--- src/rtl/demux2_stage.sv ---
// -----------------------------------------------------------------------------
// demux2_stage -- registered 1-to-2 steering stage
//
// Accepts one valid/ready word and routes it to output channel 0 or 1 as
// selected by ctl_i. Each channel has its own output register, its own
// backpressure and a wrapping count of completed output transfers.
//
// Optional feature macro: DEMUX2_SKID_EN
//   undefined : one register per channel; in_ready_o is combinational from
//               the selected channel's out*_ready_i.
//   defined   : each channel adds one skid register; in_ready_o depends only
//               on the skid valid bits (fully registered). A skid in use on
//               either channel blocks all input (head-of-line blocking).
//
// Parameters
//   WIDTH  data width of d_i, q0_o, q1_o
//   CNT_W  width of the per-channel transfer counters
//
// Ports
//   clk_i          clock, all state updates on rising edge
//   rst_i          synchronous active-high reset
//   in_valid_i     input word present
//   in_ready_o     stage accepts input this cycle
//   ctl_i          destination channel (sampled only with in_valid_i)
//   d_i            input data
//   out0_valid_o   channel 0 word present
//   out0_ready_i   channel 0 consumer accepts
//   q0_o           channel 0 data (registered)
//   out1_valid_o   channel 1 word present
//   out1_ready_i   channel 1 consumer accepts
//   q1_o           channel 1 data (registered)
//   cnt0_o         channel 0 completed-transfer count (wraps)
//   cnt1_o         channel 1 completed-transfer count (wraps)
// -----------------------------------------------------------------------------

// -----------------------------------------------------------------------------
// demux2_lane -- one output channel: output register, optional skid register
// and transfer counter.
//
// Ports
//   clk_i, rst_i   clock / synchronous active-high reset
//   push_i         a word is written into this lane this cycle
//   d_i            word to write
//   out_ready_i    consumer accepts
//   out_valid_o    output register holds a word
//   q_o            output register
//   cnt_o          completed pop count
//   accept_o       lane can take a push this cycle
//                  (no skid: register empty or draining now;
//                   skid:    skid register empty)
// -----------------------------------------------------------------------------
module demux2_lane #(
   parameter int WIDTH = 32,
   parameter int CNT_W = 16
) (
   input  logic             clk_i,
   input  logic             rst_i,
   input  logic             push_i,
   input  logic [WIDTH-1:0] d_i,
   input  logic             out_ready_i,
   output logic             out_valid_o,
   output logic [WIDTH-1:0] q_o,
   output logic [CNT_W-1:0] cnt_o,
   output logic             accept_o
);

   logic             vld_q, vld_d;
   logic [WIDTH-1:0] q_q, q_d;
   logic [CNT_W-1:0] cnt_q, cnt_d;
   logic             pop;

   assign pop = vld_q && out_ready_i;

`ifdef DEMUX2_SKID_EN
   logic             sv_q, sv_d;
   logic [WIDTH-1:0] sk_q, sk_d;

   // Only the skid state gates input, so accept has no path from out_ready_i.
   assign accept_o = !sv_q;

   always_comb begin
      vld_d = vld_q;
      q_d   = q_q;
      sv_d  = sv_q;
      sk_d  = sk_q;
      if (pop && sv_q) begin
         // Skid drains into the output register; output stays valid.
         // A push cannot coincide because accept_o is low while sv_q is set.
         q_d  = sk_q;
         sv_d = 1'b0;
      end else if (push_i) begin
         if (!vld_q || pop) begin
            q_d   = d_i;
            vld_d = 1'b1;
         end else begin
            sk_d = d_i;
            sv_d = 1'b1;
         end
      end else if (pop) begin
         vld_d = 1'b0;
      end
   end

   always_ff @(posedge clk_i) begin
      if (rst_i) begin
         sv_q <= 1'b0;
         sk_q <= '0;
      end else begin
         sv_q <= sv_d;
         sk_q <= sk_d;
      end
   end
`else
   // Single register: a push is allowed when empty or when the current word
   // leaves this same cycle.
   assign accept_o = !vld_q || out_ready_i;

   always_comb begin
      vld_d = vld_q;
      q_d   = q_q;
      if (push_i) begin
         q_d   = d_i;
         vld_d = 1'b1;
      end else if (pop) begin
         vld_d = 1'b0;
      end
   end
`endif

   // Counter wraps naturally at 2^CNT_W.
   assign cnt_d = cnt_q + {{(CNT_W-1){1'b0}}, pop};

   always_ff @(posedge clk_i) begin
      if (rst_i) begin
         vld_q <= 1'b0;
         q_q   <= '0;
         cnt_q <= '0;
      end else begin
         vld_q <= vld_d;
         q_q   <= q_d;
         cnt_q <= cnt_d;
      end
   end

   assign out_valid_o = vld_q;
   assign q_o         = q_q;
   assign cnt_o       = cnt_q;

endmodule

// -----------------------------------------------------------------------------
// demux2_stage -- top: two lanes plus input steering
// -----------------------------------------------------------------------------
module demux2_stage #(
   parameter int WIDTH = 32,
   parameter int CNT_W = 16
) (
   input  logic             clk_i,
   input  logic             rst_i,
   input  logic             in_valid_i,
   output logic             in_ready_o,
   input  logic             ctl_i,
   input  logic [WIDTH-1:0] d_i,
   output logic             out0_valid_o,
   input  logic             out0_ready_i,
   output logic [WIDTH-1:0] q0_o,
   output logic             out1_valid_o,
   input  logic             out1_ready_i,
   output logic [WIDTH-1:0] q1_o,
   output logic [CNT_W-1:0] cnt0_o,
   output logic [CNT_W-1:0] cnt1_o
);

   localparam int NUM_CH = 2;

   logic [NUM_CH-1:0]            push;
   logic [NUM_CH-1:0]            rdy;
   logic [NUM_CH-1:0]            vld;
   logic [NUM_CH-1:0]            accept;
   logic [NUM_CH-1:0][WIDTH-1:0] q;
   logic [NUM_CH-1:0][CNT_W-1:0] cnt;
   logic                         xfer_in;

   assign rdy = {out1_ready_i, out0_ready_i};

`ifdef DEMUX2_SKID_EN
   // Any occupied skid stalls the input regardless of destination.
   assign in_ready_o = &accept;
`else
   assign in_ready_o = accept[ctl_i];
`endif

   assign xfer_in = in_valid_i && in_ready_o;
   assign push[0] = xfer_in && !ctl_i;
   assign push[1] = xfer_in &&  ctl_i;

   for (genvar g = 0; g < NUM_CH; g++) begin : g_ch
      demux2_lane #(
         .WIDTH (WIDTH),
         .CNT_W (CNT_W)
      ) u_lane (
         .clk_i       (clk_i),
         .rst_i       (rst_i),
         .push_i      (push[g]),
         .d_i         (d_i),
         .out_ready_i (rdy[g]),
         .out_valid_o (vld[g]),
         .q_o         (q[g]),
         .cnt_o       (cnt[g]),
         .accept_o    (accept[g])
      );
   end

   assign out0_valid_o = vld[0];
   assign out1_valid_o = vld[1];
   assign q0_o         = q[0];
   assign q1_o         = q[1];
   assign cnt0_o       = cnt[0];
   assign cnt1_o       = cnt[1];

endmodule

--- config.mk ---
export PLATFORM = sky130hd
export DESIGN_NAME = demux2_stage
export DESIGN_NICKNAME = d
export VERILOG_FILES = /design/src/rtl/demux2_stage.sv
export SDC_FILE = /design/constraint.sdc
export NUM_CORES = 1
export LEC_CHECK = 0
export CELL_PAD_IN_SITES_DETAIL_PLACEMENT = 1
export CELL_PAD_IN_SITES_GLOBAL_PLACEMENT = 2
export CORE_MARGIN = 5
export CORE_UTILIZATION = 22
export CTS_CLUSTER_SIZE = 28
export DETAILED_ROUTE_END_ITERATION = 8
export HOLD_SLACK_MARGIN = 0.1
export PLACE_DENSITY = 0.71
export SYNTH_ARGS = -nofsm -noshare
export SYNTH_HDL_FRONTEND = slang
export SYNTH_SLANG_ARGS = --single-unit
--- constraint.sdc ---
create_clock -name clk_i -period 1.4 [get_ports clk_i]
set_input_delay 0.28 -clock clk_i [delete_from_list [all_inputs] [get_ports clk_i]]
set_output_delay 0.28 -clock clk_i [all_outputs]
set_load 0.1 [all_outputs]
* Word level (Yosys, flattened, before mapping)
Cells that the tools add are included.
** Cells by class
- Reduce and logical (&&, ||, !) cells :: 12
- Order comparisons :: 1
- Muxes and demuxes :: 6
- $add $sub $neg :: 2
** Operators by type and width (count)
- 16-bit by 1-bit adder with 16-bit output :: 2
- 1-bit two-way mux :: 6
- 1-bit logical AND :: 5
- 2-bit nonzero test :: 2
- 1-bit logical NOT :: 3
- 1-bit logical OR :: 2
- 1-bit by 2-bit < comparator with 1-bit output, second input constant :: 1
** Word-level totals
- Logic and storage cells :: 27
- Register bits :: 98
- Input bits :: 38
- Output and inout bits :: 99

* Longest topological paths before layout
Gate-level depths: netlist (run 1).
- Depth in word-level cells :: 7
- Depth in mapped cells :: 7
- Gate-level depth less buffers :: 7

* Modules after synthesis
Synthesis (run 1) repeated with hierarchy kept, for this count alone.
** Unflattened totals
- Cell total of the unflattened synthesis :: 385
- Area total of the unflattened synthesis :: 3873.7 µm²
** Modules (own cells, without submodules)
- demux2_lane :: sequential area each 980.9 µm², area an instance 1920.6 µm², instances 2, cells each 191
- demux2_stage :: sequential area each 0.0 µm², area an instance 32.5 µm², instances 1, cells each 3

* Worst setup path after synthesis (run 1)
Ideal clock, no wire load.
- Path kind :: reg2reg
- Start point :: reg g_ch[0].u_lane.vld_q
- End point :: reg g_ch[0].u_lane.cnt_q[8]
- Cell stages (with the launch flop) :: 8
- Clock period less this slack :: 2.355 ns
- Slack :: -0.955 ns
- Data required time :: 1.330 ns
- Path buffers :: 0
- Arrival :: 2.284 ns
- Library setup time :: 0.070 ns
- Cells stage by stage :: dfxtp_1 and2_1 ha_1 ha_1 and2_1 nand2_1 or3_1 a21oi_1
** Between the ends
- Longest elaborated chain between the ends :: 2
** RTL lines
- start: declaration :: line 67 : logic vld_q, vld_d;
- start signal: assignment :: line 139 : vld_q <= vld_d;
- 1-bit logical AND :: line 72 : assign pop = vld_q && out_ready_i;
- 16-bit by 1-bit adder with 16-bit output :: line 131 : assign cnt_d = cnt_q + {{(CNT_W-1){1'b0}}, pop};
- end signal: assignment :: line 141 : cnt_q <= cnt_d;
- end: declaration :: line 69 : logic [CNT_W-1:0] cnt_q, cnt_d;
No other way between the ends.
A chain may end at the register's enable or synchronous reset.

* Worst setup path in the final report (run 1)
- Start point :: reg g_ch[0].u_lane.vld_q
- End point :: out in_ready_o
** Between the ends
- Longest elaborated chain between the ends :: 4
** RTL lines
- 1-bit logical NOT :: line 116 : assign accept_o = !vld_q || out_ready_i;
- 1-bit logical OR :: line 116
- 1-bit two-way mux (implied by the code) (2 in a row) :: line 190 : assign in_ready_o = accept[ctl_i];
- end: declaration :: line 161 : output logic in_ready_o,
No other way between the ends. The select of a mux whose other input is x is not followed.

==> flow_summary.json, run 1 <==
{
  "ys_warn_count": 0,
  "cts_sinks": 98,
  "grt_setup_unrepaired": "yes",
  "fmax_mhz": 626,
  "port_buffers": 136,
  "cts-root-buf": "clkbuf_16",
  "drt_wl_total_um": 14100,
  "yosys-top-cells-area": "dfxtp_1 (52%), nand2_1 (14%), a21oi_1 (9.4%)",
  "status": "finished, violations left",
  "timing.final.crit_period_ps": 1600,
  "final_cell_count_no_fill": 832,
  "multi_input_comb_area_mm2": 0.00210,
  "viasPerCell": 4.41,
  "drcViolationCount": 0,
  "die_x_um": 140,
  "placed_area_mm2": 0.00674,
  "cts_tree": "yes",
  "start_util": 0.225,
  "design_area_mm2": 0.00751,
  "diodes": 0,
  "htreeDepth": 3,
  "cts_buffers": 9,
  "synth.most_common_cell": "nand2_1",
  "slew_violations": 0,
  "grtUsageTotal": 0.138,
  "relSlewSlack": 0.766,
  "peakVddDrop_mv": 0.691,
  "gr-total-overflow": 0,
  "reg2reg_slack_ps": -150,
  "fin_nets": 651,
  "met1_length_um": 5730,
  "power.leakage_nw": 2.85,
  "pin_count": 137,
  "fin_skew_ps": 5.02,
  "highest_layer": "met4",
  "grt_max_degree": 58,
  "setup_ws_ps": -197,
  "antenna_found_initial": 0,
  "yosysSeqAreaShare": 0.524,
  "synth_cell_types": 31,
  "place_inst": 799,
  "synth_nets": 490,
  "grt_pass1_vias": 3839,
  "power.density_mw_per_mm2": 926,
  "crit_required_ps": 1120,
  "regArea_mm2": 0.00206,
  "chipHeight_um": 140,
  "netlist.top_cell.by_area": "dfxtp_1",
  "worstSetupStartpointType": "flop",
  "end_kind": "output port",
  "crit_type": "reg -> out",
  "drt_pass1_iterations": 4,
  "cts.hold.buffers_added": 0,
  "fp.coreArea_mm2": 0.0166,
  "routabilityCongestion": 0.746,
  "min_period_over_period": 1.14,
  "insertion_delay_ps": 350,
  "via_count": 3668,
  "grt_pass1_wl_um": 21600,
  "synth_top_area_share": 0.524,
  "async_flop_share": 0,
  "maxCapViolCount": 0,
  "finalSetupViolCount": 46,
  "syn_avg_cell_area_um2": 8.40,
  "wl_met2_um": 7300,
  "cp_data_arrival_time_ps": 1320,
  "hold_class": "in -> reg",
  "dp_hpwl_um": 9900,
  "hold_viol_final": 0,
  "tightest_slew_ps": 350,
  "rows": 47,
  "synth_common_cells": "nand2_1 (137), dfxtp_1 (98), a21oi_1 (70)",
  "ant_nets": 0,
  "synthFlopType": "dfxtp_1",
  "clk_pin_slew_ps": 70,
  "crit_fanout": 2,
  "totalNegativeSetupSlack_ps": -4190,
  "wl_met3_um": 793,
  "dieArea_mm2": 0.0197,
  "clockBufferDepth": 2,
  "syn_to_final_growth_pct": 101,
  "drt_iter0_drc": 106,
  "synthCells": 446,
  "synth_edf_count": 0,
  "ys_seq_elements": 98,
  "drive_gt1_frac": 0.431,
  "num-fill-cells": 1793,
  "violations": "setup timing",
  "syn_area_mm2": 0.00374,
  "wire_per_inst_um": 16.9
}
[metrics by stage]
step / worst slack, ps / hold slack [ps] / power (mW) / utilization
finish: -197 / 331 / 6.96 / 0.452
CTS: -225 / 320 / 7.02 / 0.429
global placement: -513 / 480 / 4.50 / 0.405
detailed placement: -554 / 486 / 4.52 / 0.405
floorplan: -306 / 416 / 3.84 / -
global route: -244 / 356 / 7.26 / 0.452
[area by class of cell]
| type | count | share of cell area |
|---|---|---|
| Multi-Input combinational cell | 319 | 0.279 |
| Timing Repair Buffer | 177 | 0.372 |
| Clock inverter | 5 | 0.00450 |
| Sequential cell | 98 | 0.274 |
| Tap cell | 220 | 0.0366 |
| Clock buffer | 11 | 0.0338 |
| Inverter | 2 | 0.000999 |
[cell usage in the layout (no fill, tap or decap), drive strengths merged, types with 6 or more instances in the layout]
cell type | Yosys | routed
a21oi | 70 | 70
buf | 8 | 139
clkbuf | 19 | 13
clkdlybuf4s50 | 0 | 33
dfxtp | 98 | 98
ha | 6 | 6
nand2 | 137 | 137
nand3 | 11 | 11
nand4 | 8 | 8
nor2 | 26 | 26
nor3 | 7 | 7
nor4 | 6 | 6
xnor2 | 18 | 18
[layer usage]
metal | vias to the layer above | global-route usage
met4 | 0 | 0.0510
met2 | 85 | 0.239
li1 | 1795 | -
met3 | 18 | 0.0450
met5 | - | 0
met1 | 1770 | 0.159
[final timing paths]
path / endpoint / cells after the start / from
hold / removal: g_ch[1].u_lane.cnt_o[15]$_SDFF_PP0_ / 3 / rst_i
setup reg to reg: g_ch[0].u_lane.cnt_o[8]$_SDFF_PP0_ / 7 / g_ch[0].u_lane.out_valid_o$_SDFFE_PP0P_
setup / recovery: in_ready_o / 4 / g_ch[0].u_lane.out_valid_o$_SDFFE_PP0P_
hold reg to reg: g_ch[1].u_lane.q_o[21]$_SDFFE_PP0P_ / 2 / g_ch[1].u_lane.q_o[21]$_SDFFE_PP0P_
[critical path, stage by stage (launching register included)]
cell and delay (ps):
dfxtp_4 360, buf_6 100, nand2b_4 60, mux2_4 280, buf_12 170
[flip-flops by register name, summed over array words and instances, names as in the netlist]
register	flops
g_ch.u_lane.q_o	64
g_ch.u_lane.cnt_o	32
g_ch.u_lane.out_valid_o	2
[power by group]
| group | switching (mW) | total, mW | leakage (nW) | internal (mW) |
|---|---|---|---|---|
| Clock | 1.12 | 2.44 | 0.138 | 1.32 |
| Sequential | 0.103 | 2.94 | 0.819 | 2.84 |
| Combinational | 0.986 | 1.57 | 1.89 | 0.584 |
[kinds of logic (layout without fill, tap and decap cells)]
family	count (synthesis)	in the layout	share of synthesized area
adder cells (fa/ha/maj)	6	6	0.0200
flip-flops	98	98	0.524
buffers and inverters	29	195	0.0337
XOR/XNOR	23	23	0.0538
multiplexers	2	2	0.00601
AO/OA/AOI/OAI	74	74	0.0989
AND/OR/NAND/NOR	214	214	0.264
[timing repair]
action,CTS,global route
endpoints found under the setup margin,56,47
gates cloned,0,3
resized for setup,21,57
setup buffers,3,11
pin swaps,12,12
Power figures use the tool's default switching activity.
==> run 2: changes to the inputs <==
- clock period: 1.4 -> 1.3 ns (I/O delays scaled with it)
==> flow_summary.json, run 2 (synthesis results as in run 1) <==
{
  "status": "finished, violations left",
  "violations": "setup timing",
  "cts.hold.buffers_added": 0,
  "grtUsageTotal": 0.147,
  "dp_hpwl_um": 10200,
  "grt_setup_unrepaired": "yes",
  "dieArea_mm2": 0.0197,
  "drt_pass1_iterations": 4,
  "cts_buffers": 9,
  "htreeDepth": 3,
  "power.leakage_nw": 3.07,
  "via_count": 3797,
  "setup_ws_ps": -280,
  "drt_wl_total_um": 14800,
  "mostFrequentLayoutCell": "nand2_1",
  "r2r_start": "g_ch[0].u_lane.out_valid_o$_SDFFE_PP0P_",
  "slew_violations": 0,
  "min_period_over_period": 1.22,
  "die_x_um": 140,
  "gr-total-overflow": 0,
  "holdWs_ps": 236,
  "worstSetupStartpointType": "flop",
  "diodes": 0,
  "place_inst": 816,
  "antenna_found_initial": 0,
  "crit_fanout": 2,
  "crit_type": "reg -> out",
  "fp.coreArea_mm2": 0.0166,
  "relSlewSlack": 0.796,
  "clk_pin_slew_ps": 70,
  "grt_pass1_vias": 4189,
  "pin_count": 137,
  "tightest_slew_ps": 305,
  "power.density_mw_per_mm2": 985,
  "cts-root-buf": "clkbuf_16",
  "largest_register_ff_count": 64,
  "hold_viol_final": 0,
  "final_cell_mix": "nand2_1 (126), buf_12 (104), dfxtp_1 (66), a21oi_1 (56), buf_4 (35)",
  "syn_to_final_growth_pct": 111,
  "regArea_mm2": 0.00206,
  "end_kind": "output port",
  "crit_required_ps": 1040,
  "fin_skew_ps": 8.26,
  "finalSetupViolCount": 59,
  "fmax_mhz": 633,
  "grt_max_degree": 44,
  "maxCapViolCount": 0,
  "cts_tree": "yes",
  "viasPerCell": 4.39,
  "port_buffers": 136,
  "fin_nets": 684,
  "routabilityCongestion": 0.764,
  "cp_data_arrival_time_ps": 1320,
  "cts_sinks": 98,
  "ant_nets": 0,
  "peakVddDrop_mv": 0.560,
  "drt_iter0_drc": 141,
  "holdCritStartpoint": "rst_i",
  "chipHeight_um": 140,
  "start_util": 0.225,
  "timing.final.crit_period_ps": 1580,
  "insertion_delay_ps": 340,
  "drive_gt1_frac": 0.454,
  "final_cell_count_no_fill": 865,
  "drcViolationCount": 0,
  "clockBufferDepth": 2,
  "grt_pass1_wl_um": 22900,
  "wire_per_inst_um": 17.1,
  "multi_input_comb_area_mm2": 0.00209,
  "hold_class": "in -> reg",
  "rows": 47,
  "critPathLaunch": "g_ch[0].u_lane.out_valid_o$_SDFFE_PP0P_",
  "num-fill-cells": 1735
}
run 2: worst paths after layout:
check | endpoint | slack [ps] | cells after the start
min reg2reg | g_ch[1].u_lane.q_o[5]$_SDFFE_PP0P_ | 490 | 2
max reg2reg | g_ch[0].u_lane.q_o[1]$_SDFFE_PP0P_ | -260 | 9
min | g_ch[1].u_lane.cnt_o[7]$_SDFF_PP0_ | 240 | 2
max | in_ready_o | -280 | 4
run 2: cell type report:
type                    count  share of cell area
clock buffers              11              0.0334
flip-flops and latches     98               0.261
multi-input cells         319               0.264
repair buffers            210               0.398
well taps                 220              0.0348
clock inverters             5             0.00759
inverters                   2            0.000949
run 2: timing repair:
action | in CTS | in global routing
endpoints found under the setup margin | 94 | 86
setup buffers | 13 | 19
resized for setup | 52 | 53
gates cloned | 4 | 0
pin swaps | 32 | 18
run 2: through the flow:
stage           util  cell area [um2]  power (mW)  TNS [ps]  worst slack, ps
2_1_floorplan      -             4000        4.13    -10460             -406
3_3_place_gp   0.411             6840        4.85    -39190             -581
3_5_place_dp   0.411             6840        4.87    -41430             -622
4_1_cts        0.455             7570        7.87     -7580             -297
5_1_grt        0.476             7910        8.13    -13370             -323
6_report       0.476             7910        7.80    -10120             -280
run 2: critical path: stages, from the launching register on:
cell and delay, ps:
dfxtp_4 360, buf_6 100, nand2b_4 60, mux2_4 290
buf_12 170
run 2: layer usage:
layer  share of wire  up-vias  track usage
met1            0.40     1841        0.164
li1                -     1852            -
met4           0.013        0       0.0479
met5               0        -            0
met3           0.062       16       0.0549
met2            0.53       88        0.258
run 2: report_power, final:
group / switching (mW) / leakage [nW] / internal, mW / total [mW]
combinational: 1.08 / 2.09 / 0.686 / 1.77
sequential: 0.109 / 0.821 / 3.05 / 3.16
clock: 1.20 / 0.157 / 1.67 / 2.87
==> run 3: changes to the inputs <==
- CELL_PAD_IN_SITES_DETAIL_PLACEMENT: 1 -> unset
- CELL_PAD_IN_SITES_GLOBAL_PLACEMENT: 2 -> unset
- CORE_UTILIZATION: 22 -> 40
- CTS_CLUSTER_SIZE: 28 -> unset
- PLACE_DENSITY: 0.71 -> 0.72
- SLEW_MARGIN: unset -> 10
==> flow_summary.json, run 3 (synthesis results as in run 1) <==
{
  "status": "finished, violations left",
  "violations": "setup timing",
  "grt_pass1_vias": 3954,
  "grt_pass1_wl_um": 20100,
  "final_cell_mix": "buf_12 (108), nand2_1 (106), dfxtp_1 (66), a21oi_1 (44)",
  "grtUsageTotal": 0.221,
  "die_x_um": 107,
  "end_kind": "output port",
  "reg2reg_slack_ps": -280,
  "worstHoldPathCells": 2,
  "htreeDepth": 3,
  "fp.coreArea_mm2": 0.00920,
  "r2r_start": "g_ch[0].u_lane.out_valid_o$_SDFFE_PP0P_",
  "totalNegativeSetupSlack_ps": -11490,
  "crit_type": "reg -> out",
  "dp_slack_ps": -603,
  "fmax_mhz": 627,
  "cts_sinks": 98,
  "pwr-share-clk": 0.280,
  "worst-r2r-cell-count": 9,
  "viasPerCell": 5.27,
  "drt_pass1_iterations": 4,
  "rows": 35,
  "timing.final.crit_period_ps": 1590,
  "peakVddDrop_mv": 0.675,
  "hold_class": "in -> reg",
  "drt_iter0_drc": 163,
  "mostFrequentLayoutCell": "buf_12",
  "finalSetupViolCount": 64,
  "drcViolationCount": 0,
  "reg2reg_to": "g_ch[0].u_lane.q_o[14]$_SDFFE_PP0P_",
  "relSlewSlack": 0.754,
  "grt_setup_unrepaired": "yes",
  "pin_count": 137,
  "grt_max_degree": 41,
  "ant_nets": 0,
  "p_total_mw": 6.88,
  "tightest_slew_ps": 366,
  "diodes": 0,
  "insertion_delay_ps": 360,
  "dieArea_mm2": 0.0114,
  "drt_wl_total_um": 14900,
  "setup_ws_ps": -294,
  "via_count": 4005,
  "power.leakage_nw": 3.18,
  "min_to": "g_ch[1].u_lane.cnt_o[5]$_SDFF_PP0_",
  "drive_gt1_frac": 0.502,
  "cts_buffers": 9,
  "p_sw_frac": 0.338,
  "largest_register_ff_count": 64,
  "routabilityCongestion": 0.794,
  "clockBufferDepth": 2,
  "pwr-share-comb": 0.261,
  "port_buffers": 136,
  "antenna_found_initial": 0,
  "crit_fanout": 2,
  "cts-root-buf": "clkbuf_8",
  "hold_viol_final": 0,
  "internal_power_mw": 4.56,
  "fin_nets": 688,
  "clk_pin_slew_ps": 100,
  "cp_data_arrival_time_ps": 1330,
  "holdCritStartpoint": "rst_i",
  "slew_violations": 0,
  "num-fill-cells": 449,
  "cts.hold.buffers_added": 0,
  "worstSetupStartpointType": "flop",
  "power_frac_seq": 0.460,
  "gr-total-overflow": 0,
  "p_sw_mw": 2.32,
  "min_period_over_period": 1.23,
  "wire_per_inst_um": 19.6,
  "cts_tree": "yes",
  "chipHeight_um": 107,
  "syn_to_final_growth_pct": 110,
  "fin_skew_ps": 12.3,
  "crit_required_ps": 1040,
  "power.density_mw_per_mm2": 875,
  "dp_hpwl_um": 8660,
  "start_util": 0.407,
  "maxCapViolCount": 0
}
==> run 3: power by group through the flow <==
stage / Clock [mW] / Sequential [mW] / Combinational [mW]
finish: 1.92 / 3.16 / 1.79
global route: 2.07 / 3.18 / 1.85
CTS: 1.91 / 3.16 / 1.69
detailed placement: 0 / 3.24 / 1.61
global placement: 0 / 3.23 / 1.60
floorplan: 0 / 3.89 / 0.236
==> run 3: what timing repair did <==
action	in CTS	in global routing
cloned	3	1
setup buffers	11	33
pin swaps	24	46
gates resized for setup	56	97
endpoints found under the setup margin	83	86
==> run 3: routing by layer <==
metal  global-route usage  part of all wire
met5                    0                 0
met4               0.0895             0.027
met2                0.400              0.54
met1                0.242              0.37
met3               0.0620             0.064
==> run 3: worst max path at each step <==
stage	slack [ps]	cells after the start	to	startpoint
4_1_cts	-290	4	in_ready_o	g_ch[0].u_lane.out_valid_o$_SDFFE_PP0P_
3_3_place_gp	-570	8	g_ch[0].u_lane.cnt_o[8]$_SDFF_PP0_	out0_ready_i
6_report	-290	4	in_ready_o	g_ch[0].u_lane.out_valid_o$_SDFFE_PP0P_
5_1_grt	-360	7	g_ch[0].u_lane.cnt_o[8]$_SDFF_PP0_	g_ch[0].u_lane.out_valid_o$_SDFFE_PP0P_
3_5_place_dp	-600	8	g_ch[0].u_lane.cnt_o[8]$_SDFF_PP0_	out0_ready_i
2_1_floorplan	-410	7	g_ch[1].u_lane.cnt_o[12]$_SDFF_PP0_	g_ch[1].u_lane.out_valid_o$_SDFFE_PP0P_
==> run 3: final cells by class <==
class                           count  area [um2]  share of cell area
Timing Repair Buffer              214        3220               0.410
Multi-Input combinational cell    319        2250               0.286
Sequential cell                    98        2060               0.262
Clock buffer                       11         153              0.0194
Tap cell                          111         139              0.0177
Clock inverter                      5        36.3             0.00461
Inverter                            2        7.51            0.000954
==> run 3: worst max-delay path, stage by stage, from the launching register on <==
cell	delay [ps]
dfxtp_4	360
buf_6	100
nand2b_4	60
mux2_4	290
buf_12	170
==> run 3: per-stage QoR <==
step / instance area, um2 / std cells / utilization / hold WS [ps]
finish: 7870 / 760 / 0.856 / 237
detailed placement: 6700 / 701 / 0.728 / 483
CTS: 7270 / 731 / 0.791 / 230
floorplan: 4000 / 446 / - / 396
global route: 7870 / 760 / 0.856 / 244
global placement: 6700 / 701 / 0.728 / 478
